==> src/rtl/dst_drain.sv <==
`default_nettype none
// ============================================================================
// Module   : dst_drain
// Purpose  : Read-side controller for the double-banked dst buffer. Streams
//            each finished 64-word bank out on a valid/ready master port and
//            hands banks back to the writer.
// Revision : 1.0 - initial release
// ============================================================================
module dst_drain #(
    parameter int DW    = 32,
    parameter int AW    = 6,
    parameter int DEPTH = 2
) (
    input  logic          clk,
    input  logic          rst_n,
    input  logic          out_fin,
    output logic          wr_bank,
    output logic          dst_full,
    output logic          rd_en,
    output logic [AW:0]   rd_addr,
    input  logic [DW-1:0] rd_data,
    output logic          m_valid,
    input  logic          m_ready,
    output logic [DW-1:0] m_data,
    output logic          m_last,
    output logic          drain_busy,
    output logic          blk_done,
    output logic          err
);

    localparam logic [AW:0] c_BLK_LEN  = {1'b1, {AW{1'b0}}};
    localparam logic [AW:0] c_LAST_ADR = {1'b0, {AW{1'b1}}};
    localparam logic [1:0]  c_DEPTH    = 2'(DEPTH);

    typedef enum logic [0:0] {
        S_IDLE = 1'b0,
        S_RUN  = 1'b1
    } state_t;

    state_t          r_state;
    state_t          w_state_nxt;
    logic [1:0]      r_pend;
    logic            r_wr_bank;
    logic            r_rd_bank;
    logic [AW:0]     r_issued;
    logic            r_inflight;
    logic            r_inflight_last;
    logic [1:0]      r_occ;
    logic            r_wptr;
    logic            r_rptr;
    logic [DW-1:0]   r_fifo_data [2];
    logic [1:0]      r_fifo_last;
    logic            r_err;
    logic            r_blk_done;

    logic            w_full;
    logic            w_valid;
    logic            w_pop;
    logic            w_last_hs;
    logic            w_accept;
    logic [1:0]      w_load;
    logic            w_room;
    logic            w_rd_en;
    logic [1:0]      w_set;
    logic [1:0]      w_clr;

    assign w_full    = r_pend[0] & r_pend[1];
    assign w_valid   = (r_occ != 2'd0);
    assign w_pop     = w_valid & m_ready;
    assign w_last_hs = w_pop & r_fifo_last[r_rptr];
    assign w_accept  = out_fin & ~w_full;
    // Reads in flight plus buffered words, after this cycle's pop
    assign w_load    = r_occ + {1'b0, r_inflight} - {1'b0, w_pop};
    assign w_room    = (w_load < c_DEPTH);
    assign w_set     = w_accept  ? (r_wr_bank ? 2'b10 : 2'b01) : 2'b00;
    assign w_clr     = w_last_hs ? (r_rd_bank ? 2'b10 : 2'b01) : 2'b00;

    always_ff @(posedge clk or negedge rst_n) begin
        if (!rst_n) begin
            r_state <= S_IDLE;
        end else begin
            r_state <= w_state_nxt;
        end
    end

    always_comb begin
        w_state_nxt = r_state;
        w_rd_en     = 1'b0;
        case (r_state)
            S_IDLE: begin
                if (r_pend[r_rd_bank]) begin
                    w_rd_en     = w_room;
                    w_state_nxt = S_RUN;
                end
            end
            S_RUN: begin
                w_rd_en = (r_issued != c_BLK_LEN) & w_room;
                // Chain straight into the other bank when it is already waiting
                if (w_last_hs) begin
                    w_state_nxt = r_pend[~r_rd_bank] ? S_RUN : S_IDLE;
                end
            end
            default: w_state_nxt = S_IDLE;
        endcase
    end

    always_ff @(posedge clk or negedge rst_n) begin
        if (!rst_n) begin
            r_pend          <= 2'b00;
            r_wr_bank       <= 1'b0;
            r_rd_bank       <= 1'b0;
            r_issued        <= '0;
            r_inflight      <= 1'b0;
            r_inflight_last <= 1'b0;
            r_occ           <= 2'd0;
            r_wptr          <= 1'b0;
            r_rptr          <= 1'b0;
            r_fifo_data[0]  <= '0;
            r_fifo_data[1]  <= '0;
            r_fifo_last     <= 2'b00;
            r_err           <= 1'b0;
            r_blk_done      <= 1'b0;
        end else begin
            r_pend     <= (r_pend & ~w_clr) | w_set;
            r_blk_done <= w_last_hs;
            if (w_accept) begin
                r_wr_bank <= ~r_wr_bank;
            end
            if (out_fin & w_full) begin
                r_err <= 1'b1;
            end
            if (w_last_hs) begin
                r_rd_bank <= ~r_rd_bank;
                r_issued  <= '0;
            end else if (w_rd_en) begin
                r_issued <= r_issued + 1'b1;
            end
            r_inflight      <= w_rd_en;
            r_inflight_last <= w_rd_en & (r_issued == c_LAST_ADR);
            if (r_inflight) begin
                r_fifo_data[r_wptr] <= rd_data;
                r_fifo_last[r_wptr] <= r_inflight_last;
                r_wptr              <= ~r_wptr;
            end
            if (w_pop) begin
                r_rptr <= ~r_rptr;
            end
            r_occ <= r_occ + {1'b0, r_inflight} - {1'b0, w_pop};
        end
    end

    assign wr_bank    = r_wr_bank;
    assign dst_full   = w_full;
    assign rd_en      = w_rd_en;
    assign rd_addr    = {r_rd_bank, r_issued[AW-1:0]};
    assign m_valid    = w_valid;
    assign m_data     = r_fifo_data[r_rptr];
    assign m_last     = w_valid & r_fifo_last[r_rptr];
    assign drain_busy = (r_state == S_RUN) | w_valid;
    assign blk_done   = r_blk_done;
    assign err        = r_err;

endmodule
`default_nettype wire

==> config.mk <==
export PLATFORM = sky130hd
export DESIGN_NAME = dst_drain
export DESIGN_NICKNAME = d
export VERILOG_FILES = /design/src/rtl/dst_drain.sv
export SDC_FILE = /design/constraint.sdc
export NUM_CORES = 1
export LEC_CHECK = 0
export CORE_UTILIZATION = 55
export CTS_CLUSTER_DIAMETER = 150
export DETAILED_ROUTE_END_ITERATION = 16
export HOLD_SLACK_MARGIN = 0.06
export PLACE_DENSITY = 0.85
export SETUP_SLACK_MARGIN = 0.3
export SLEW_MARGIN = 20
export SYNTH_ARGS = -nofsm -noshare
export SYNTH_HDL_FRONTEND = slang
export SYNTH_SLANG_ARGS = --single-unit
==> constraint.sdc <==
create_clock -name clk -period 4.29 [get_ports clk]
set_clock_uncertainty 0.15 [all_clocks]
set_input_delay 1.287 -clock clk [delete_from_list [all_inputs] [get_ports clk]]
set_output_delay 1.287 -clock clk [all_outputs]
set_load 0.01 [all_outputs]
==> results of run 1 <==
-- power by group through the flow --
stage	Combinational [uW]	Clock [uW]	Sequential, uW
2_1_floorplan	1350	0	1400
3_3_place_gp	2070	0	1470
3_5_place_dp	2110	0	1500
4_1_cts	2130	602	1500
5_1_grt	2260	636	1550
6_report	2110	587	1500
-- what timing repair did --
item                                    4_1_cts  5_1_grt
buffers inserted                              2        1
hold buffers                                  0        0
resized for setup                            13        3
endpoints found under the setup margin        1        1
pin swaps                                     1        1
-- metrics by stage --
step / worst slack, ps / TNS, ps / util, % / cell area, sq um / hold slack, ps
4_1_cts: 343 / 0 / 73.6 / 5060 / 321
3_5_place_dp: -478 / -478 / 70.2 / 4820 / 297
5_1_grt: 297 / 0 / 74.0 / 5080 / 342
6_report: 377 / 0 / 74.0 / 5080 / 315
3_3_place_gp: -410 / -410 / 70.2 / 4820 / 294
2_1_floorplan: 459 / 0 / - / 3960 / 296
-- Yosys cell counts, types with 2 or more instances --
library cell  count  area share, %
mux2_2           98             28
dfrtp_1          86             54
nand2_1          15            1.4
buf_2            10            1.3
mux2i_1           8            2.0
buf_4             7            1.3
inv_1             5           0.47
nand2b_1          5           0.79
o21ai_0           4           0.51
buf_6             3           0.85
ha_1              3           0.95
nor2_1            3           0.28
nor4_1            3           0.47
xnor2_1           3           0.66
inv_2             2           0.19
nor2b_1           2           0.32
nor3_1            2           0.25
nor4_4            2            1.1
or2_1             2           0.32
-- sequential cells by signal, summed over array words and instances, names as in the netlist --
| register | flops |
|---|---|
| r_state | 1 |
| r_inflight | 1 |
| err | 1 |
| blk_done | 1 |
| r_wptr | 1 |
| r_fifo_data | 64 |
| r_issued | 7 |
| r_inflight_last | 1 |
| r_pend | 2 |
| r_rd_bank | 1 |
| wr_bank | 1 |
| r_fifo_last | 2 |
| r_rptr | 1 |
| r_occ | 2 |
-- logic make-up after synthesis --
group	share of synthesized area, %
AND/OR/NAND/NOR	7.49
adder cells (fa/ha/maj)	0.949
flip-flops	54.4
AO/OA/AOI/OAI	1.90
XOR/XNOR	0.885
buffers and inverters	4.11
multiplexers	30.3
-- how the worst min path moves through the flow --
stage                       startpoint                         to  slack, ps  depth (start not counted)
3_5_place_dp           err$_DFFE_PN0P_            err$_DFFE_PN0P_        300                          1
4_1_cts                err$_DFFE_PN0P_            err$_DFFE_PN0P_        320                          1
6_report               err$_DFFE_PN0P_            err$_DFFE_PN0P_        320                          1
3_3_place_gp           err$_DFFE_PN0P_            err$_DFFE_PN0P_        290                          1
5_1_grt                err$_DFFE_PN0P_            err$_DFFE_PN0P_        340                          1
2_1_floorplan  r_issued[6]$_DFFE_PN0P_  r_inflight_last$_DFF_PN0_        300                          1
-- metal layers --
metal  GRT usage [%]  vias up
met1            27.0     1247
met3            5.05       14
met4            8.79        0
met2            37.0       66
li1                -     1156
met5               0        -
-- final cells by class --
class                      count  area [sq um]
clock buffer                  12           155
clock inverter                 4          55.1
fill                         465          1790
inverter                       7          26.3
multi-input combinational    171          1670
sequential                    86          2150
tap                           96           120
timing repair buffer          91           902
==> impl_metrics.toml, run 1 <==
[run_status]
outcome = "complete, no violations"

[timing]
hold_violations = 0
rsz0062_at_grt = "true"
worstMarginPinSlew_ps = 998
max_freq_mhz = 256
slew_viol_final = 0
relSlewSlack_pct = 33.3
fin_crit_sh_pct = 91.2
layout_min_cycle_time_ps = 3910
setup_viol = 0

[worst_setup_path]
startpoint = "m_ready"
cp_top_family = "simple AND/OR/NAND/NOR gates"
critPathBufInv = 3
crit_path_end = "rd_en"
arrival_ps = 2480
crit_top_cell = "buf_6"
path_depth = 9
crit_path_end_kind = "output pin"
critical_path_class = "input pin to output pin"
worstPathRequired_ps = 2850
r2r-start = "r_occ[1]$_DFF_PN0_"
path_max_fanout = 3
reg2reg_to = "r_state$_DFF_PN0_"
rrSetupSlack_ps = 2180
crit_chain = "buf_6 > nor2b_4 > nand2_1 > o21ai_1 > ha_2 > buf_6 > o21a_4 > nor4_4 > buf_2"
critPathLaunchType = "input pin"
max_stage_delay_ps = 270
slowest_stage = "nor4_4"
worstRegToRegCells = 5

[global_route]
grt_pass1_vias = 2613
antenna_found_initial = 0
grt_max_degree = 87
gr-total-overflow = 0
grt_pass1_wl_um = 12400
grt_usage_pct = 21.8

[finish]
layout_commonest_cell = "mux2_2"
most-common-layout-cells = "mux2_2 (98), dfrtp_1 (86), clkdlybuf4s50_1 (79)"
final_nets = 405
area_delta_synth_final_pct = 28.5
drive_gt1_share_pct = 37.5
n_antenna_cell = 0
fin_cells = 467

[clock_network]
clockBufferDepth = 2
cts_sinks = 86
path_clk_slew_ps = 90
tritoncts = "yes"
cts_root_buffer = "clkbuf_8"
insertion_delay_ps = 350
cts_made_buffers = 9
htree_levels = 3

[pwr]
finalPower_uw = 4200
powerDensity_nw_per_um2 = 826
switching_share_pct = 32.7
power_frac_comb_pct = 50.3
p_leak_uw = 0.00214
p_switching_uw = 1370
pwr-share-seq_pct = 35.7
ir_drop_mv = 0.486
clock_power_share_pct = 14.0
p_int_uw = 2820

[logic_synthesis]
synth_ff_type = "dfrtp_1"
ys_ff_latch = 86
syn_nets = 323
synth_edf_count = 0
netlist_area_sq_um = 3960
ys_seq_area_share_pct = 54.4
avgSynthCellArea_sq_um = 13.9
postSynthCellCount = 284
ys_warn_count = 0
async_flop_share_pct = 100
synth.distinct_cells = 40

[detailed_routing]
viasPerCell = 5.32
maxUsedRoutingLayer = "met4"
drc_errors = 0
vias = 2483
wirelength_met1_um = 3440
first_pass_iters = 4
dr_wl_met2_um = 3720
initialDrtViolationCount = 91
avgRoutedWirePerCell_um = 16.4
wl_um = 7640
ant_nets = 0
wl_met3_um = 333

[die]
die-area_sq_um = 7540
die_w_um = 86.8
die_h_um = 86.8
initial_core_util_pct = 57.6
std_cell_rows = 30
coreArea_sq_um = 6870
pin_count = 83

[placed_design]
place_hpwl_um = 5030
placement.io_buffers = 82
place_congestion = 0.843
placed_cells = 448

[flow_run]
maxCapViolCount = 0

[hold_path]
hold_path.class = "register to register"
No activity file was read; power rests on OpenSTA's default activity.
==> inputs of run 2 (changes only) <==
Settings changed: CORE_MARGIN set to 2.
==> impl_metrics.toml, run 2 (synthesized netlist as in run 1, its figures left out) <==
[clock_network]
cts_made_buffers = 9
clockBufferDepth = 2
cts_root_buffer = "clkbuf_8"
cts_sinks = 86
tritoncts = "yes"
path_clk_slew_ps = 90
htree_levels = 3
holdBufCountCts = 0
insertion_delay_ps = 340

[pwr]
p_leak_uw = 0.00212
ir_drop_mv = 0.444
powerDensity_nw_per_um2 = 822

[worst_setup_path]
path_max_fanout = 3
critical_path_class = "input pin to output pin"
arrival_ps = 2540
critPathLaunchType = "input pin"
worstRegToRegCells = 9
crit_path_end_kind = "output pin"
r2r-start = "r_occ[1]$_DFF_PN0_"
reg2reg_to = "r_issued[5]$_DFFE_PN0P_"
rrSetupSlack_ps = 1990
worstPathRequired_ps = 2850

[placed_design]
placed_cell_area_sq_um = 4820
placement.io_buffers = 82
placed_cells = 448
place_hpwl_um = 5190
place_congestion = 0.847

[finish]
top_regs = "r_fifo_data: 64 flops, r_issued: 7 flops"
n_antenna_cell = 0
layout_commonest_cell = "mux2_2"
fill_cells = 474
area_delta_synth_final_pct = 27.6
regMostFlops = "r_fifo_data"
fin_cells = 468
fin_area_sq_um = 5050
drive_gt1_share_pct = 37.6
finish.utilization_pct = 73.5
largest_reg_flops = 64
most-common-layout-cells = "mux2_2 (98), dfrtp_1 (86), clkdlybuf4s50_1 (79)"
final_nets = 406

[hold_path]
hold_path.class = "register to register"
hold_start = "err$_DFFE_PN0P_"
min_delay_worst_endpoint = "err$_DFFE_PN0P_"
whs_path_depth = 1

[die]
coreArea_sq_um = 6870
pin_count = 83
die_h_um = 88.8
std_cell_rows = 30
initial_core_util_pct = 57.6
die_w_um = 88.8
die-area_sq_um = 7890

[global_route]
gr-total-overflow = 0
grt_pass1_wl_um = 12300
antenna_found_initial = 0
grt_usage_pct = 20.4
grt_pass1_vias = 2541
grt_max_degree = 87

[flow_run]
maxCapViolCount = 0

[timing]
max_freq_mhz = 252
setup_viol = 0
hold_violations = 0
slew_viol_final = 0
relSlewSlack_pct = 32.5
layout_min_cycle_time_ps = 3970
tns_ps = 0
fin_crit_sh_pct = 92.6
worstMarginPinSlew_ps = 1010
rsz0062_at_grt = "false"
hold_ws_ps = 315

[detailed_routing]
vias = 2513
viasPerCell = 5.37
wl_um = 7890
first_pass_iters = 4
initialDrtViolationCount = 116
avgRoutedWirePerCell_um = 16.9
ant_nets = 0
drc_errors = 0

[run_status]
outcome = "complete, no violations"
==> run 2: through the flow <==
step	power, uW	setup WS, ps
2_1_floorplan	2760	459
3_3_place_gp	3540	-423
3_5_place_dp	3630	-497
4_1_cts	4170	331
5_1_grt	4410	270
6_report	4150	316
==> run 2: worst max path at each step <==
stage	startpoint	endpoint	slack, ps
2_1_floorplan	m_ready	rd_en	460
3_5_place_dp	m_ready	rd_en	-500
5_1_grt	m_ready	rd_en	270
4_1_cts	m_ready	rd_en	330
6_report	m_ready	rd_en	320
3_3_place_gp	m_ready	rd_en	-420
==> run 2: area by class of cell <==
class,instances,area (sq um),share of cell area [%]
clock buffers,10,128,2.53
clock inverters,6,46.3,0.917
inverters,7,26.3,0.520
multi-input cells,171,1670,33.0
flip-flops and latches,86,2150,42.6
well taps,96,120,2.38
repair buffers,92,910,18.0
==> run 2: worst max-delay path: stages <==
cell and delay, ps:
buf_6 90, nor2b_4 110, nand2_1 60, o21ai_1 70, ha_2 200, buf_6 110, o21a_4 110, nor4_4 300
buf_2 180
==> run 2: what timing repair did <==
item | in CTS | in global routing
pin swaps | 2 | 1
resized for setup | 13 | 2
setup buffers | 2 | 2
endpoints found under the setup margin | 1 | 1
==> run 2: where the power goes <==
| part | switching, uW | leakage [uW] | internal [uW] | total [uW] |
|---|---|---|---|---|
| registers | 296 | 0.00100 | 1210 | 1500 |
| logic | 812 | 0.00104 | 1330 | 2140 |
| clock network | 289 | 0.0000829 | 214 | 503 |
==> run 2: metal layers <==
metal	part of all wire, %	up-vias	track usage (%)
li1	-	1161	-
met1	43	1277	25.6
met2	51	69	35.5
met3	5.1	6	5.13
met4	0.55	0	4.96
met5	0	-	0
==> inputs of run 3 (changes only) <==
Settings changed: CORE_MARGIN 2 to unset.
==> results of run 3 <==
Final layout, timing and power as in run 1 (identical DEF).
==> patch 1: new RTL, settings of run 2 <==
Set the parameter `DW` to 64 (it was 32).
--- a/src/rtl/dst_drain.sv
+++ b/src/rtl/dst_drain.sv
@@ -7,7 +7,7 @@
 // Revision : 1.0 - initial release
 // ============================================================================
 module dst_drain #(
-    parameter int DW    = 32,
+    parameter int DW    = 64,
     parameter int AW    = 6,
     parameter int DEPTH = 2
 ) (
Interface: changed (resized m_data and rd_data); port bits go from 83 to 147. The function was not compared with the original's and may differ.
==> patch 1 against run 2 <==
  * Routed wire length increased by 75%
  * Area after synthesis increased by 69%
  * Sequential power increased by 69%
  * Power increased by 89%
  * Global-route usage increased by 1.9 points
  * Sequential share of layout area decreased by 0.48 points
  * Sequential cell count increased by 64
  * Worst setup slack got worse by 0.54 ps
  * Via count increased by 65%
  * Design area increased by 76%
==> patch 1: results (changes against run 2) <==
| Metric | Value |
|---|---|
| Post-synthesis mux area share | 34.11% (was 30.29%) |
| Status | completed (unchanged) |
| Seq/Total Area, Yosys | 56.17% (was 54.38%) |
| RR Startpoint | r_rptr (was r_occ[1]) |
| Placed instance area | 8250 um^2 (was 4825 um^2) |
| Cells on worst reg2reg path | 6 (was 9) |
| Top post-synthesis cells by count | mux2_2, dfrtp_1, buf_2 (was mux2_2, dfrtp_1, nand2_1) |
| Clock Pin Slew Worst Setup and Hold Paths | 60 ps (was 90 ps) |
| Least-Margin Pin Slew | 894.1 ps (was 1010 ps) |
| Clock root buffer | clkbuf_16 (was clkbuf_8) |
| Yosys cell types | 41 (was 40) |
| GP Congestion | 0.7681 (was 0.8471) |
| Top flop regs | r_fifo_data x128, r_issued x7 (was r_fifo_data x64, r_issued x7) |
| Fraction of layout cells with a size suffix above 1 | 42.35% (was 37.63%) |
| Pleak | 3.734 nW (was 2.123 nW) |
| Met1 Track Usage GR | 27.96% (was 25.61%) |
| First-pass GRT wire length | 22.56 mm (was 12.26 mm) |
| GRT met2 Usage | 37.46% (was 35.55%) |
| Vias in the first global route | 4534 (was 2541) |
| Post_cts resized | 14 (was 13) |
| Clock insertion delay at the later pin of the skew report | 410 ps (was 340 ps) |
| Crit Reg-Reg Endpoint | r_state (was r_issued[5]) |
| Synthesized Nets | 525 (was 323) |
| Buffers on Ports | 146 (was 82) |
| Drt via density | 5.460 (was 5.370) |
| Largest net degree at the start of global routing | 101 (was 87) |
| Routed met3 length | 810 um (was 402 um) |
| Complex-gate fraction of the synthesized area | 1.123% (was 1.897%) |
| Final wirelength | 13.79 mm (was 7.887 mm) |
| DRT met1 WL | 5.794 mm (was 3.419 mm) |
| Worst-path fanout max | 2 (was 3) |
| Met2 wire length | 7.011 mm (was 4.022 mm) |
| Grt met3 use | 6.670% (was 5.131%) |
| H-tree levels | 4 (was 3) |
## patch 1: changes by cell type after synthesis, sizes merged
cell | before | now
nand2b | 5 | 6
mux2 | 99 | 195
and4b | 0 | 1
buf | 20 | 29
nor3 | 2 | 1
or2b | 1 | 0
dfrtp | 86 | 150
clkbuf | 0 | 1
## patch 1: worst max-delay path: stages
cell and delay (ps):
buf_8 90, nor2b_4 120, nand2_1 60, o21ai_1 60, ha_2 190, buf_6 110, o21a_4 120, nor4_4 310
buf_2 180
## patch 1: area by class of cell
| cell class | count | area (um^2) |
|---|---|---|
| timing repair buffer | 159 | 1564 |
| clock buffer | 20 | 456.7 |
| inverter | 7 | 26.28 |
| sequential | 150 | 3755 |
| fill | 806 | 3000 |
| multi-input combinational | 267 | 2770 |
| tap | 147 | 183.9 |
| clock inverter | 11 | 155.1 |
## patch 1: how the worst max path moves through the flow
stage,start,to,slack [ps],depth (start not counted)
2_1_floorplan,m_ready,rd_en,430,7
3_3_place_gp,m_ready,rd_en,-590,9
3_5_place_dp,m_ready,rd_en,-670,9
4_1_cts,m_ready,rd_en,310,9
5_1_grt,m_ready,rd_en,260,9
6_report,m_ready,rd_en,320,9
## patch 1: report_power, final
part | internal, mW | leakage, nW | switching (mW) | total (mW)
logic | 2.31 | 1.68 | 1.45 | 3.75
registers | 2.13 | 1.75 | 0.405 | 2.53
clock network | 0.993 | 0.309 | 0.546 | 1.54
total | 5.43 | 3.73 | 2.40 | 7.83
## patch 1: metrics by stage
stage,hold slack (ps),std cells,power (mW),utilization (%)
finish,307.0,761,7.826,74.81
floorplan,313.3,454,4.754,-
global route,343.5,761,8.273,74.81
detailed placement,296.1,727,6.287,69.26
CTS,314.0,760,7.905,74.63
global placement,294.9,727,6.143,69.26
==> patch 2: new RTL, settings of run 2 <==
Made on the original files. Register the output `err` once more, with the module's reset; this adds one clock of latency there. The other outputs are not delayed to match.
--- a/src/rtl/dst_drain.sv
+++ b/src/rtl/dst_drain.sv
@@ -158,7 +158,13 @@
     assign m_last     = w_valid & r_fifo_last[r_rptr];
     assign drain_busy = (r_state == S_RUN) | w_valid;
     assign blk_done   = r_blk_done;
-    assign err        = r_err;
+    always_ff @(posedge clk or negedge rst_n) begin
+        if (!rst_n) begin
+            err <= '0;
+        end else begin
+            err <= r_err;
+        end
+    end
 
 endmodule
 `default_nettype wire
Behaviour: not the same (a bounded check fails within 4 cycles, from zero or initial values and one cycle with rst_n low).
==> patch 2 against run 2 <==
  * Synthesized cell count grew 0.35%
  * Design area grew 1.2%
  * Register-to-register slack lost 60 ps
  * Non-clock buffer count is the same
  * Worst setup slack gained 5.2 ps
  * Cell count grew 0.85%
  * Sequential cell count grew 1
  * Power grew 0.59%
  * Global-route usage shrank 1.1 points
  * Routed wire length shrank 6.0%
  * Area after synthesis grew 0.63%
  * Largest power group unchanged
  * Highest routed layer unchanged
==> patch 2: results (changes against run 2) <==
| Metric | Value |
|---|---|
| Complex-gate fraction of the synthesized area | 1.885% (was 1.897%) |
| Crit Reg-Reg Endpoint | r_state (was r_issued[5]) |
| Fraction of layout cells with a size suffix above 1 | 37.80% (was 37.63%) |
| Cells on worst reg2reg path | 6 (was 9) |
| DRT met1 WL | 3.262 mm (was 3.419 mm) |
| Placed instance count | 452 (was 448) |
| GRT met2 Usage | 30.64% (was 35.55%) |
| Placed instance area | 4841 um^2 (was 4825 um^2) |
| Reg2reg setup slack | 1930 ps (was 1990 ps) |
| Hold_sp | r_err (was err) |
| Largest cells by area after synthesis | dfrtp_1, mux2_2, mux2i_1 (unchanged) |
| GP Congestion | 0.8650 (was 0.8471) |
| Routed met3 length | 409 um (was 402 um) |
| NumNets Final | 407 (was 406) |
| Pleak | 2.152 nW (was 2.123 nW) |
| Post-Synth Adder-Cell Area | 0.9425% (was 0.9485%) |
| Hold slack | 241.2 ps (was 315.0 ps) |
| RR Startpoint | r_rptr (was r_occ[1]) |
| Post-DP HPWL | 4.847 mm (was 5.185 mm) |
| Total GRT Usage | 19.33% (was 20.43%) |
| Drt via density | 5.326 (was 5.370) |
| Max_slew headroom | 35.05% (was 32.50%) |
| Hold EP | err (unchanged) |
| Seq/Total Area, Yosys | 54.67% (was 54.38%) |
| Grt met3 use | 4.063% (was 5.131%) |
| VDD IR max | 0.4767 mV (was 0.4443 mV) |
| Post-synthesis mux area share | 30.10% (was 30.29%) |
| Met2 wire length | 3.604 mm (was 4.022 mm) |
| Routed len/inst | 15.70 um (was 16.85 um) |
| Setup Fix Bufs, Post-CTS | 1 (was 2) |
| Hold depth | 0 (was 1) |
| Detailed Routing Iterations Pass 1 | 5 (was 4) |
| Worst-path fanout max | 2 (was 3) |
| Status | completed (unchanged) |
| Cells after synthesis | 285 (was 284) |
| Post-Synth XOR/XNOR Area | 0.8797% (was 0.8852%) |
| Vias in the first global route | 2528 (was 2541) |
| Met1 Track Usage GR | 25.73% (was 25.61%) |
| Synthesized Nets | 324 (was 323) |
| Largest net degree at the start of global routing | 88 (was 87) |
==> patch 2: changes by cell type in the layout (fill, tap and decap cells not counted), sizes merged <==
cell      delta
clkbuf       +1
inv          -1
dfrtp        +1
bufinv       +1
clkinvlp     -1
==> patch 2: through the flow <==
stage	util (%)	setup WS, ps	TNS [ps]
after floorplan	-	459.4	0
after global placement	67.83	-419.7	-419.7
after detailed placement	67.83	-477.5	-477.5
after CTS	70.95	347.8	0
after global routing	71.58	255.1	0
final	71.58	321.0	0
==> patch 2: power by group <==
group / internal [mW] / switching [mW] / leakage (nW)
sequential: 1.22 / 0.265 / 1.01
combinational: 1.31 / 0.803 / 1.03
clock: 0.300 / 0.282 / 0.105
total: 2.82 / 1.35 / 2.15
==> patch 2: area by class of cell <==
class                      instances  share of cell area (%)
tap                               99                   2.425
sequential                        87                   42.62
clock inverter                     5                   1.102
clock buffer                      11                   2.964
inverter                           7                  0.5143
multi-input combinational        171                   32.75
timing repair buffer              92                   17.63
